<file path="src/rtl/mxbus_pkg.sv">
// Shared types and defaults for the mxbus burst master.
// Latency: none (declarations only).
// Backpressure: none (declarations only).
package mxbus_pkg;

    typedef enum logic [1:0] {
        IDLE = 2'd0,
        REQ  = 2'd1,
        DATA = 2'd2,
        CMPL = 2'd3
    } state_t;

    localparam int DEF_ADDR_W     = 6;
    localparam int DEF_LEN_W      = 6;
    localparam int DEF_DATA_W     = 32;
    localparam int DEF_FIFO_DEPTH = 16;
    localparam int DEF_TIMEOUT    = 64;

    // One byte-enable bit per data byte.
    function automatic int strb_w(input int data_w);
        return data_w / 8;
    endfunction

endpackage

</file>
<file path="src/rtl/mxbus_fifo.sv">
// Write-data FIFO with wrap-bit pointers and a look-ahead head for registered readers.
// Latency: a pushed entry is visible on head_nxt in the same cycle when it becomes the next head.
// Backpressure: pushes are dropped when full unless a pop happens in the same cycle; flush wins over push.
module mxbus_fifo #(
    parameter int WIDTH = 36,
    parameter int DEPTH = 16
) (
    input  logic             clk,
    input  logic             rst,
    input  logic             flush,
    input  logic             push,
    input  logic [WIDTH-1:0] wdata,
    input  logic             pop,
    output logic             full_nxt,
    output logic             empty_nxt,
    output logic [WIDTH-1:0] head_nxt
);
    localparam int AW = $clog2(DEPTH);

    logic [WIDTH-1:0] mem [DEPTH];
    logic [AW:0]      wptr_q, rptr_q, wptr_d, rptr_d;
    logic             full, empty, do_push, do_pop;

    assign empty   = (wptr_q == rptr_q);
    assign full    = (wptr_q[AW] != rptr_q[AW]) && (wptr_q[AW-1:0] == rptr_q[AW-1:0]);
    assign do_pop  = pop && !empty;
    // A pop frees the head slot this cycle, so a push into a full FIFO is safe then.
    assign do_push = push && !flush && (!full || do_pop);

    // Next pointer values; flush collapses both to zero.
    always_comb begin
        wptr_d = wptr_q;
        rptr_d = rptr_q;
        if (flush) begin
            wptr_d = '0;
            rptr_d = '0;
        end else begin
            if (do_push) wptr_d = wptr_q + (AW+1)'(1);
            if (do_pop)  rptr_d = rptr_q + (AW+1)'(1);
        end
    end

    assign empty_nxt = (wptr_d == rptr_d);
    assign full_nxt  = (wptr_d[AW] != rptr_d[AW]) && (wptr_d[AW-1:0] == rptr_d[AW-1:0]);
    // When the next head is the entry being written now, bypass the array.
    assign head_nxt  = (do_push && (rptr_d == wptr_q)) ? wdata : mem[rptr_d[AW-1:0]];

    // Storage array write.
    always_ff @(posedge clk) begin
        if (do_push) mem[wptr_q[AW-1:0]] <= wdata;
    end

    // Pointer registers.
    always_ff @(posedge clk) begin
        if (rst) begin
            wptr_q <= '0;
            rptr_q <= '0;
        end else begin
            wptr_q <= wptr_d;
            rptr_q <= rptr_d;
        end
    end

endmodule

</file>
<file path="src/rtl/mxbus_master.sv">
// Burst write master: accepts a command, requests the bus, streams FIFO beats, signals done/err.
// Latency: every output is registered; start rises one cycle after command accept.
// Backpressure: cmd_ready only in IDLE; wr_ready = FIFO not full; stalls beyond TIMEOUT abort the burst.
module mxbus_master import mxbus_pkg::*; #(
    parameter int ADDR_W     = DEF_ADDR_W,
    parameter int LEN_W      = DEF_LEN_W,
    parameter int DATA_W     = DEF_DATA_W,
    parameter int FIFO_DEPTH = DEF_FIFO_DEPTH,
    parameter int TIMEOUT    = DEF_TIMEOUT
) (
    input  logic                        clk,
    input  logic                        rst,
    input  logic                        cmd_valid,
    output logic                        cmd_ready,
    input  logic [ADDR_W-1:0]           cmd_addr,
    input  logic [LEN_W-1:0]            cmd_len,
    input  logic                        wr_valid,
    output logic                        wr_ready,
    input  logic [DATA_W-1:0]           wr_data,
    input  logic [strb_w(DATA_W)-1:0]   wr_strb,
    output logic                        start,
    output logic                        ready,
    output logic [ADDR_W-1:0]           address,
    output logic [LEN_W-1:0]            length,
    input  logic                        ack,
    output logic                        dvalid,
    output logic [DATA_W-1:0]           data,
    output logic [strb_w(DATA_W)-1:0]   strobe,
    output logic                        complete,
    output logic                        done,
    output logic                        err
);
    localparam int SW = strb_w(DATA_W);
    localparam int CW = $clog2(TIMEOUT + 1);

    state_t             state_q, state_d;
    logic [LEN_W-1:0]   beats_q, beats_d;
    logic [CW-1:0]      stall_q, stall_d;
    logic [ADDR_W-1:0]  addr_d;
    logic [LEN_W-1:0]   len_d;
    logic               push, xfer, abort, zero_cmd, dvalid_d;
    logic               fifo_full_nxt, fifo_empty_nxt;
    logic [DATA_W+SW-1:0] head_nxt;

    assign push = wr_valid && wr_ready;
    assign xfer = (state_q == DATA) && dvalid && ack;

    mxbus_fifo #(
        .WIDTH (DATA_W + SW),
        .DEPTH (FIFO_DEPTH)
    ) u_fifo (
        .clk       (clk),
        .rst       (rst),
        .flush     (abort),
        .push      (push),
        .wdata     ({wr_data, wr_strb}),
        .pop       (xfer),
        .full_nxt  (fifo_full_nxt),
        .empty_nxt (fifo_empty_nxt),
        .head_nxt  (head_nxt)
    );

    // Next state, beat/stall counters and abort detection.
    always_comb begin
        state_d  = state_q;
        beats_d  = beats_q;
        stall_d  = stall_q;
        addr_d   = address;
        len_d    = length;
        abort    = 1'b0;
        zero_cmd = 1'b0;
        case (state_q)
            IDLE: begin
                if (cmd_valid && cmd_ready) begin
                    if (cmd_len == '0) begin
                        zero_cmd = 1'b1;
                    end else begin
                        state_d = REQ;
                        addr_d  = cmd_addr;
                        len_d   = cmd_len;
                        beats_d = cmd_len;
                        stall_d = '0;
                    end
                end
            end
            REQ: begin
                if (ack) begin
                    state_d = DATA;
                    stall_d = '0;
                end else if (stall_q == CW'(TIMEOUT - 1)) begin
                    abort   = 1'b1;
                    state_d = IDLE;
                    stall_d = '0;
                end else begin
                    stall_d = stall_q + CW'(1);
                end
            end
            DATA: begin
                if (xfer) begin
                    stall_d = '0;
                    if (beats_q == LEN_W'(1)) state_d = CMPL;
                    else                      beats_d = beats_q - LEN_W'(1);
                end else if (stall_q == CW'(TIMEOUT - 1)) begin
                    abort   = 1'b1;
                    state_d = IDLE;
                    stall_d = '0;
                end else begin
                    stall_d = stall_q + CW'(1);
                end
            end
            CMPL: begin
                state_d = IDLE;
            end
            default: begin
                state_d = IDLE;
            end
        endcase
    end

    assign dvalid_d = (state_d == DATA) && !fifo_empty_nxt;

    // State, counters and all outputs registered from their next values.
    always_ff @(posedge clk) begin
        if (rst) begin
            state_q   <= IDLE;
            beats_q   <= '0;
            stall_q   <= '0;
            cmd_ready <= 1'b0;
            wr_ready  <= 1'b0;
            start     <= 1'b0;
            ready     <= 1'b0;
            address   <= '0;
            length    <= '0;
            dvalid    <= 1'b0;
            data      <= '0;
            strobe    <= '0;
            complete  <= 1'b0;
            done      <= 1'b0;
            err       <= 1'b0;
        end else begin
            state_q   <= state_d;
            beats_q   <= beats_d;
            stall_q   <= stall_d;
            cmd_ready <= (state_d == IDLE);
            wr_ready  <= !fifo_full_nxt;
            start     <= (state_d == REQ);
            ready     <= (state_d == DATA);
            address   <= addr_d;
            length    <= len_d;
            dvalid    <= dvalid_d;
            {data, strobe} <= dvalid_d ? head_nxt : '0;
            complete  <= (state_d == CMPL);
            done      <= (state_d == CMPL);
            err       <= abort || zero_cmd;
        end
    end

endmodule

</file>
<file path="config.mk">
export PLATFORM = sky130hd
export DESIGN_NAME = mxbus_master
export DESIGN_NICKNAME = d
export VERILOG_FILES = /design/src/rtl/mxbus_pkg.sv /design/src/rtl/mxbus_fifo.sv /design/src/rtl/mxbus_master.sv
export SDC_FILE = /design/constraint.sdc
export NUM_CORES = 1
export LEC_CHECK = 0
export ABC_AREA = 1
export CAP_MARGIN = 10
export CELL_PAD_IN_SITES_DETAIL_PLACEMENT = 1
export CELL_PAD_IN_SITES_GLOBAL_PLACEMENT = 2
export CORE_ASPECT_RATIO = 0.9
export CORE_MARGIN = 1
export CORE_UTILIZATION = 37
export CTS_BUF_LIST = sky130_fd_sc_hd__clkbuf_8
export DETAILED_ROUTE_END_ITERATION = 8
export PLACE_DENSITY = 0.74
export SLEW_MARGIN = 40
export SYNTH_ARGS = -nofsm -noshare
export SYNTH_HDL_FRONTEND = slang
export SYNTH_HIERARCHICAL = 1
export SYNTH_SLANG_ARGS = --single-unit
</file>
<file path="constraint.sdc">
create_clock -name clk -period 3.49 [get_ports clk]
set_clock_uncertainty 0.1 [all_clocks]
set_input_delay 0.349 -clock clk [delete_from_list [all_inputs] [get_ports clk]]
set_output_delay 0.349 -clock clk [all_outputs]
set_load 0.005 [all_outputs]
</file>
==> metrics.log, run 1 <==
[metrics] Clk Latency, worst-skew pair: 750 ps
[metrics] max-slew headroom at the worst pin: 0.470
[metrics] end-of-flow core utilization: 0.443
[metrics] Hold Crit Class: input pin to flip-flop
[metrics] pin count of the biggest net entering global routing: 91
[metrics] met2 global-route usage: 0.390
[metrics] warnings from Yosys: 6
[metrics] PortBufs: 108
[metrics] critical path startpoint category: flip-flop
[metrics] Power per Cell Area: 456 nW/um^2
[metrics] launch point of the worst reg-to-reg path: state_q[0]$_SDFF_PP0_
[metrics] most frequent CP cell: inv_1
[metrics] library cell with the largest summed area after synthesis: edfxtp_1
[metrics] Die Area: 82900 um^2
[metrics] global routing met3 resource utilization: 0.0383
[metrics] effective utilization at floorplan: 0.373
[metrics] first-iteration detailed-routing DRC count: 1656
[metrics] status: complete, no violations
[metrics] shortest period the worst path allows: 3260 ps
[metrics] half-perimeter wire length after placement: 56600 um
[metrics] DIE HEIGHT: 273 um
[metrics] number of global-route vias before repair: 23.8k
[metrics] drt total wl: 99800 um
[metrics] most used routing layer: met2
[metrics] r2r setup slk: 230 ps
[metrics] number of nets still failing antenna checks after routing: 0
[metrics] Top Family by Delay on Critical Path: simple AND/OR/NAND/NOR gates
[metrics] initial antenna violation count: 3
[metrics] ratio of final minimum period to clock period: 0.935
[metrics] GR Overflow Total: 0
[metrics] Max-Cap Viols: 0
[metrics] vias after detailed routing: 23.3k
[metrics] Crit-path slowest cell: dfxtp_1
[metrics] fraction of synthesized cell area taken by the top area cell type: 0.572
[metrics] sequential-to-total area share from yosys stat: 0.625
[metrics] worst flop-to-flop path endpoint: data[21]$_SDFF_PP0_
[metrics] average routed wire per standard cell: 22.9 um
[metrics] CTS HTree Levels: 3
[metrics] global-route wire length before repair: 148000 um
[metrics] Setup crit start: state_q[0]$_SDFF_PP0_
[metrics] final slew viol count: 0
[metrics] share of final-layout standard cells stronger than drive strength 1: 0.112
[metrics] highest ir drop seen on vdd: 254 uV
[metrics] async set or reset register ratio after synthesis: 0
[metrics] clk buf depth: 3
[metrics] width of the die: 303 um
[metrics] cell row count: 99
[metrics] leakage power summed over all cells: roughly 15 nW
[metrics] cells taking the most area after synthesis: edfxtp_1 57%, nand3_1 8.7%, inv_1 7.9%, nand4_1 6.7%, nand2_1 6.2%
[metrics] hold_ws: 73.5 ps
[metrics] TritonCTS clock tree: yes
[metrics] WP buf/inv: 9
[metrics] most used flip-flop cell after synthesis: edfxtp_1
[metrics] type of the setup path with the least slack: flip-flop to flip-flop
[metrics] R2R depth: 21
[metrics] count of cell instances traversed by the critical path: 21
[metrics] cells traversed along the worst timing path: inv_1 > ha_2 > nand3_2 > inv_1 > nor3_2 > inv_2 > nor2_2 > buf_4 > inv_8 > nand3_4 > inv_2 > nand2_1 > nand3_1 > xnor2_1 > nand2_1 > nor3_1 > inv_1 > nand3_4 > buf_12 > buf_12 > nor2_1
[metrics] DRC Markers: 0
[metrics] post-synthesis cell area: 30200 um^2
[metrics] count of final hold-check violations: 0
[metrics] most frequent standard cell in the layout excluding fill and tap cells: inv_1
[metrics] global router's overall resource usage: 0.238
[metrics] GP Congestion: 0.798
[metrics] CP max FO: 11
[metrics] maximum clock frequency: 306 MHz
[metrics] vias per std cell: 5.33
[metrics] Worst EP arrival: 3770 ps
[metrics] fin area: 35900 um^2
[metrics] Boundary Pins: 109
[metrics] flip-flop and latch count after synthesis: about 660
[metrics] count of hold buffers inserted by post-cts repair: 0
[metrics] synthesized netlist net count: 3125
[metrics] clock sink count: 656
[metrics] distinct cell type count of the synthesized netlist: 39
[metrics] largest stage delay on the critical path: 360 ps
[metrics] met1 track demand over resource in global routing: 0.324
[metrics] CTS buffer count: 113
[metrics] placed standard-cell area: 33400 um^2
[metrics] relative area change from synthesis to final layout: 18.6%
[metrics] clk slew on worst S/H paths: 60 ps
[metrics] Least-Margin Pin Slew: 792 ps
[metrics] number of iterations in the first detailed-routing pass: 4
[metrics] required time at the worst-slack endpoint: 4000 ps
[metrics] CTS Root Cell: clkbuf_8
[metrics] number of synthesized flops with an enable pin: 576
[metrics] placeable core area: 81000 um^2
[metrics] Post-Synthesis Cells: 3060
[metrics] leading cell types in the layout, fill and taps excluded: 685 x inv_1, 576 x edfxtp_1, 524 x nand3_1
[metrics] setup-violating endpoint count in the final report: 0
[metrics] post-synthesis average cell area: 9.88 um^2
[metrics] critical path endpoint category: flip-flop
[metrics] Worst Setup EP: data[21]$_SDFF_PP0_
[metrics] post-layout net count: between 3k and 4k
cell usage after synthesis (2+ instances only):
cell / instances
a21oi_1: 23
buf_1: 25
buf_2: 76
buf_4: 6
buf_6: 16
clkbuf_1: 82
dfxtp_1: 80
edfxtp_1: 576
ha_1: 12
inv_1: 640
inv_2: 11
nand2_1: 499
nand2_2: 6
nand3_1: 526
nand3_2: 6
nand3_4: 3
nand3b_1: 2
nand4_1: 324
nor2_1: 61
nor2_2: 14
nor2_4: 23
nor3_1: 4
o21ai_0: 16
o21ai_1: 3
xnor2_1: 8
xor2_1: 5
worst min path at each step:
stage                                        from                       to  slack [ps]  cells after the start
after floorplan           stall_q[5]$_SDFFE_PP0P_  stall_q[5]$_SDFFE_PP0P_         340                      2
final                                 cmd_addr[2]  address[2]$_SDFFE_PP0P_          70                      3
after global routing                  cmd_addr[4]  address[4]$_SDFFE_PP0P_          60                      3
after detailed placement  address[0]$_SDFFE_PP0P_  address[0]$_SDFFE_PP0P_         360                      2
after CTS                             cmd_addr[2]  address[2]$_SDFFE_PP0P_           5                      3
after global placement    address[5]$_SDFFE_PP0P_  address[5]$_SDFFE_PP0P_         350                      2
worst reg2reg max path: cells and delay by family (launching register included):
kind | cells | cell delay [ps]
adders and majority gates | 1 | 230
DFF | 1 | 360
xor gates and xnor gates | 1 | 210
buffers and inverters | 9 | 1010
and+or+nand+nor | 10 | 1250
cell families (layout without fill, tap and decap cells):
group	Yosys count	in the layout	synth area share
adder cells (fa/ha/maj)	12	12	0.00497
AND/OR/NAND/NOR	1473	1473	0.243
buffers and inverters	857	1096	0.114
other	0	3	0
flip-flops	656	656	0.625
AO/OA/AOI/OAI	49	49	0.00906
XOR/XNOR	13	13	0.00377
stage by stage:
step	setup TNS, ps	power [mW]	instances	setup WS (ps)
global route	-266	16.9	4361	-35.1
finish	0	16.4	4362	227
floorplan	-164680	9.13	3060	-323
global placement	0	9.51	4139	48.7
detailed placement	-2060	9.53	4139	-104
CTS	0	16.5	4351	35.6
flip-flops by register name (all words and copies together) (netlist names):
name	flops
err	1
strobe	4
beats_q	6
length	6
stall_q	7
state_q	2
cmd_ready	1
done	1
u_fifo/mem	576
u_fifo/rptr_q	5
data	32
u_fifo/wptr_q	5
ready	1
address	6
start	1
wr_ready	1
dvalid	1
where the power goes:
group	internal, mW	switching, mW
Sequential	8.62	0.0375
Clock	3.69	3.28
Combinational	0.235	0.484
metal layers:
metal  share of wire  up-vias
met5         0.00013        -
met3           0.051      170
met4           0.024        2
met1            0.45    11878
met2            0.48      626
li1                -    10589
what timing repair did:
| item | CTS | global route |
|---|---|---|
| resized for setup | 1 | 8 |
| buffers inserted | 0 | 5 |
| setup endpoints to repair | 7 | 444 |
| cloned | 0 | 3 |
| pin swaps | 0 | 3 |
cell type report:
| cell class | instances | area, um^2 |
|---|---|---|
| timing repair buffer | 232 | 2840 |
| sequential | 656 | 18900 |
| inverter | 652 | 2460 |
| multi-input combinational | 1547 | 8080 |
| clock buffer | 130 | 1790 |
| antenna | 3 | 7.51 |
| clock inverter | 82 | 454 |
| fill | 9024 | 45200 |
| tap | 1060 | 1330 |
Power figures use the tool's default switching activity.
==> inputs of run 2 (changes only) <==
Settings changed: REMOVE_ABC_BUFFERS set to 1.
==> metrics.log, run 2 (synthesized netlist as in run 1, its figures left out) <==
[metrics] maximum clock frequency: 305 MHz
[metrics] switching power total: around 3.8 mW
[metrics] most used routing layer: met2
[metrics] number of global-route vias before repair: roughly 24k
[metrics] shortest period the worst path allows: 3270 ps
[metrics] required time at the worst-slack endpoint: 4020 ps
[metrics] met2 global-route usage: 0.385
[metrics] placeable core area: 81000 um^2
[metrics] relative area change from synthesis to final layout: 18.6%
[metrics] clock sink count: 656
[metrics] cells traversed along the worst timing path: inv_1 > ha_1 > inv_1 > nor3_2 > buf_4 > inv_1 > nor2_2 > buf_4 > inv_8 > nand3_4 > inv_1 > nand2_1 > nand3_1 > xnor2_1 > nand2_1 > nor3_2 > inv_1 > nand3_4 > buf_12 > nor2_1
[metrics] Power Internal: 12.2 mW
[metrics] most frequent standard cell in the layout excluding fill and tap cells: inv_1
[metrics] leakage power summed over all cells: 15.3 nW
[metrics] first-iteration detailed-routing DRC count: 1482
[metrics] Top Family by Delay on Critical Path: simple AND/OR/NAND/NOR gates
[metrics] unrepaired setup endpoints after global routing: no
[metrics] final slew viol count: 0
[metrics] proportion of total power due to net switching: 0.238
[metrics] final standard cell count with taps included and fillers excluded: 4369
[metrics] average routed wire per standard cell: 22.6 um
[metrics] clk buf depth: 3
[metrics] global-route wire length before repair: 147000 um
[metrics] Worst EP arrival: 3810 ps
[metrics] WP buf/inv: 9
[metrics] Hold Crit Class: input pin to flip-flop
[metrics] most frequent CP cell: inv_1
[metrics] initial antenna violation count: 2
[metrics] DIE HEIGHT: 273 um
[metrics] Logic pwr share: 0.045
[metrics] filler instances: between 9k and 10k
[metrics] ratio of final minimum period to clock period: 0.938
[metrics] clk slew on worst S/H paths: 60 ps
[metrics] area of combinational cells with multiple inputs: 8090 um^2
[metrics] width of the die: 303 um
[metrics] launch point of the worst reg-to-reg path: state_q[1]$_SDFF_PP0_
[metrics] Least-Margin Pin Slew: 745 ps
[metrics] setup-violating endpoint count in the final report: 0
[metrics] GR Overflow Total: 0
[metrics] number of iterations in the first detailed-routing pass: 5
[metrics] number of nets still failing antenna checks after routing: 0
[metrics] area taken by flip-flops and latches: 18900 um^2
[metrics] Max-Cap Viols: 0
[metrics] global router's overall resource usage: 0.236
[metrics] worst flop-to-flop path endpoint: data[19]$_SDFF_PP0_
[metrics] DRC Markers: 0
[metrics] share of final-layout standard cells stronger than drive strength 1: 0.112
[metrics] vias per std cell: 5.31
[metrics] PortBufs: 108
[metrics] CP max FO: 8
[metrics] cell row count: ~100
[metrics] max-slew headroom at the worst pin: 0.502
[metrics] post-layout net count: 3274
[metrics] drt total wl: 98600 um
[metrics] fin area: 35900 um^2
[metrics] TritonCTS clock tree: yes
[metrics] global routing met3 resource utilization: 0.0373
[metrics] Crit-path slowest cell: dfxtp_2
[metrics] Die Area: ~83000 um^2
[metrics] R2R depth: 20
[metrics] Worst Hold Endpoint: address[5]$_SDFFE_PP0P_
[metrics] Power per Cell Area: 446 nW/um^2
[metrics] proportion of power drawn by flip-flops and latches: 0.540
[metrics] leading cell types in the layout, fill and taps excluded: 684 x inv_1, 576 x edfxtp_1, 523 x nand3_1
[metrics] pin count of the biggest net entering global routing: 143
[metrics] critical path startpoint category: flip-flop
[metrics] half-perimeter wire length after placement: 53700 um
[metrics] largest stage delay on the critical path: between 300 and 400 ps
[metrics] Clk Latency, worst-skew pair: about 760 ps
[metrics] CTS buffer count: 112
[metrics] count of cells along the worst hold path: 3
[metrics] placed standard-cell area: 33500 um^2
[metrics] r2r setup slk: 220 ps
[metrics] type of the setup path with the least slack: flip-flop to flip-flop
[metrics] Largest register FFs: 576
[metrics] effective utilization at floorplan: 0.373
[metrics] CTS HTree Levels: 3
[metrics] highest ir drop seen on vdd: 279 uV
[metrics] vias after detailed routing: approximately 23k
[metrics] source of the worst hold timing path: cmd_addr[5]
[metrics] # placed instances: 4145
[metrics] fraction of power consumed by the clock network: 0.415
[metrics] count of final hold-check violations: 0
[metrics] GP Congestion: 0.780
[metrics] status: complete, no violations
[metrics] Power Total: roughly 16 mW
[metrics] critical path endpoint category: flip-flop
[metrics] met1 track demand over resource in global routing: 0.319
[metrics] CTS Root Cell: clkbuf_8
[metrics] Boundary Pins: 109
[run 2: layer usage]
layer,wire [um],part of all wire
met1,44900,0.46
met5,11,0.00011
met2,46300,0.47
met3,4410,0.045
met4,2990,0.030
[run 2: cell type report]
| cell class | count | area share |
|---|---|---|
| well taps | 1060 | 0.0370 |
| inverters | 652 | 0.0685 |
| clock inverters | 88 | 0.0117 |
| multi-input cells | 1547 | 0.226 |
| repair buffers | 240 | 0.0825 |
| flip-flops and latches | 656 | 0.527 |
| clock buffers | 124 | 0.0476 |
| diodes | 2 | 0.000140 |
[run 2: repair_timing]
action	4_1_cts	5_1_grt
setup endpoints to repair	0	163
setup buffers	0	1
hold buffers	3	1
resized for setup	0	14
endpoints found under the hold margin	3	16
[run 2: power groups by stage]
stage	clock network (mW)	logic, mW	registers (mW)
after detailed placement	0	0.714	8.82
after global routing	7.14	0.793	8.66
after CTS	6.85	0.718	8.65
after global placement	0	0.688	8.81
final	6.64	0.719	8.65
after floorplan	0	0.297	8.81
[run 2: worst max path at each step]
stage | startpoint | end | slack, ps | depth (start not counted)
2_1_floorplan | state_q[0]$_SDFF_PP0_ | data[0]$_SDFF_PP0_ | -9920 | 13
3_3_place_gp | ack | data[2]$_SDFF_PP0_ | -30 | 21
3_5_place_dp | ack | data[19]$_SDFF_PP0_ | -170 | 21
4_1_cts | state_q[0]$_SDFF_PP0_ | data[18]$_SDFF_PP0_ | 20 | 21
5_1_grt | state_q[1]$_SDFF_PP0_ | data[26]$_SDFF_PP0_ | 3 | 20
6_report | state_q[1]$_SDFF_PP0_ | data[19]$_SDFF_PP0_ | 220 | 20
[run 2: metrics by stage]
| step | setup slack [ps] | hold WS (ps) | utilization | setup TNS (ps) |
|---|---|---|---|---|
| finish | 216 | 75.9 | 0.443 | 0 |
| global route | 2.91 | 39.2 | 0.443 | 0 |
| CTS | 22.9 | 3.00 | 0.440 | 0 |
| detailed placement | -172 | 360 | 0.414 | -5050 |
| global placement | -27.7 | 353 | 0.414 | -83.4 |
| floorplan | -9920 | 316 | - | -3458210 |
[run 2: worst min-delay path, cell delays in order]
cell and delay, ps:
clkdlybuf4s50_1 400, nand2_1 70, a21oi_1 60
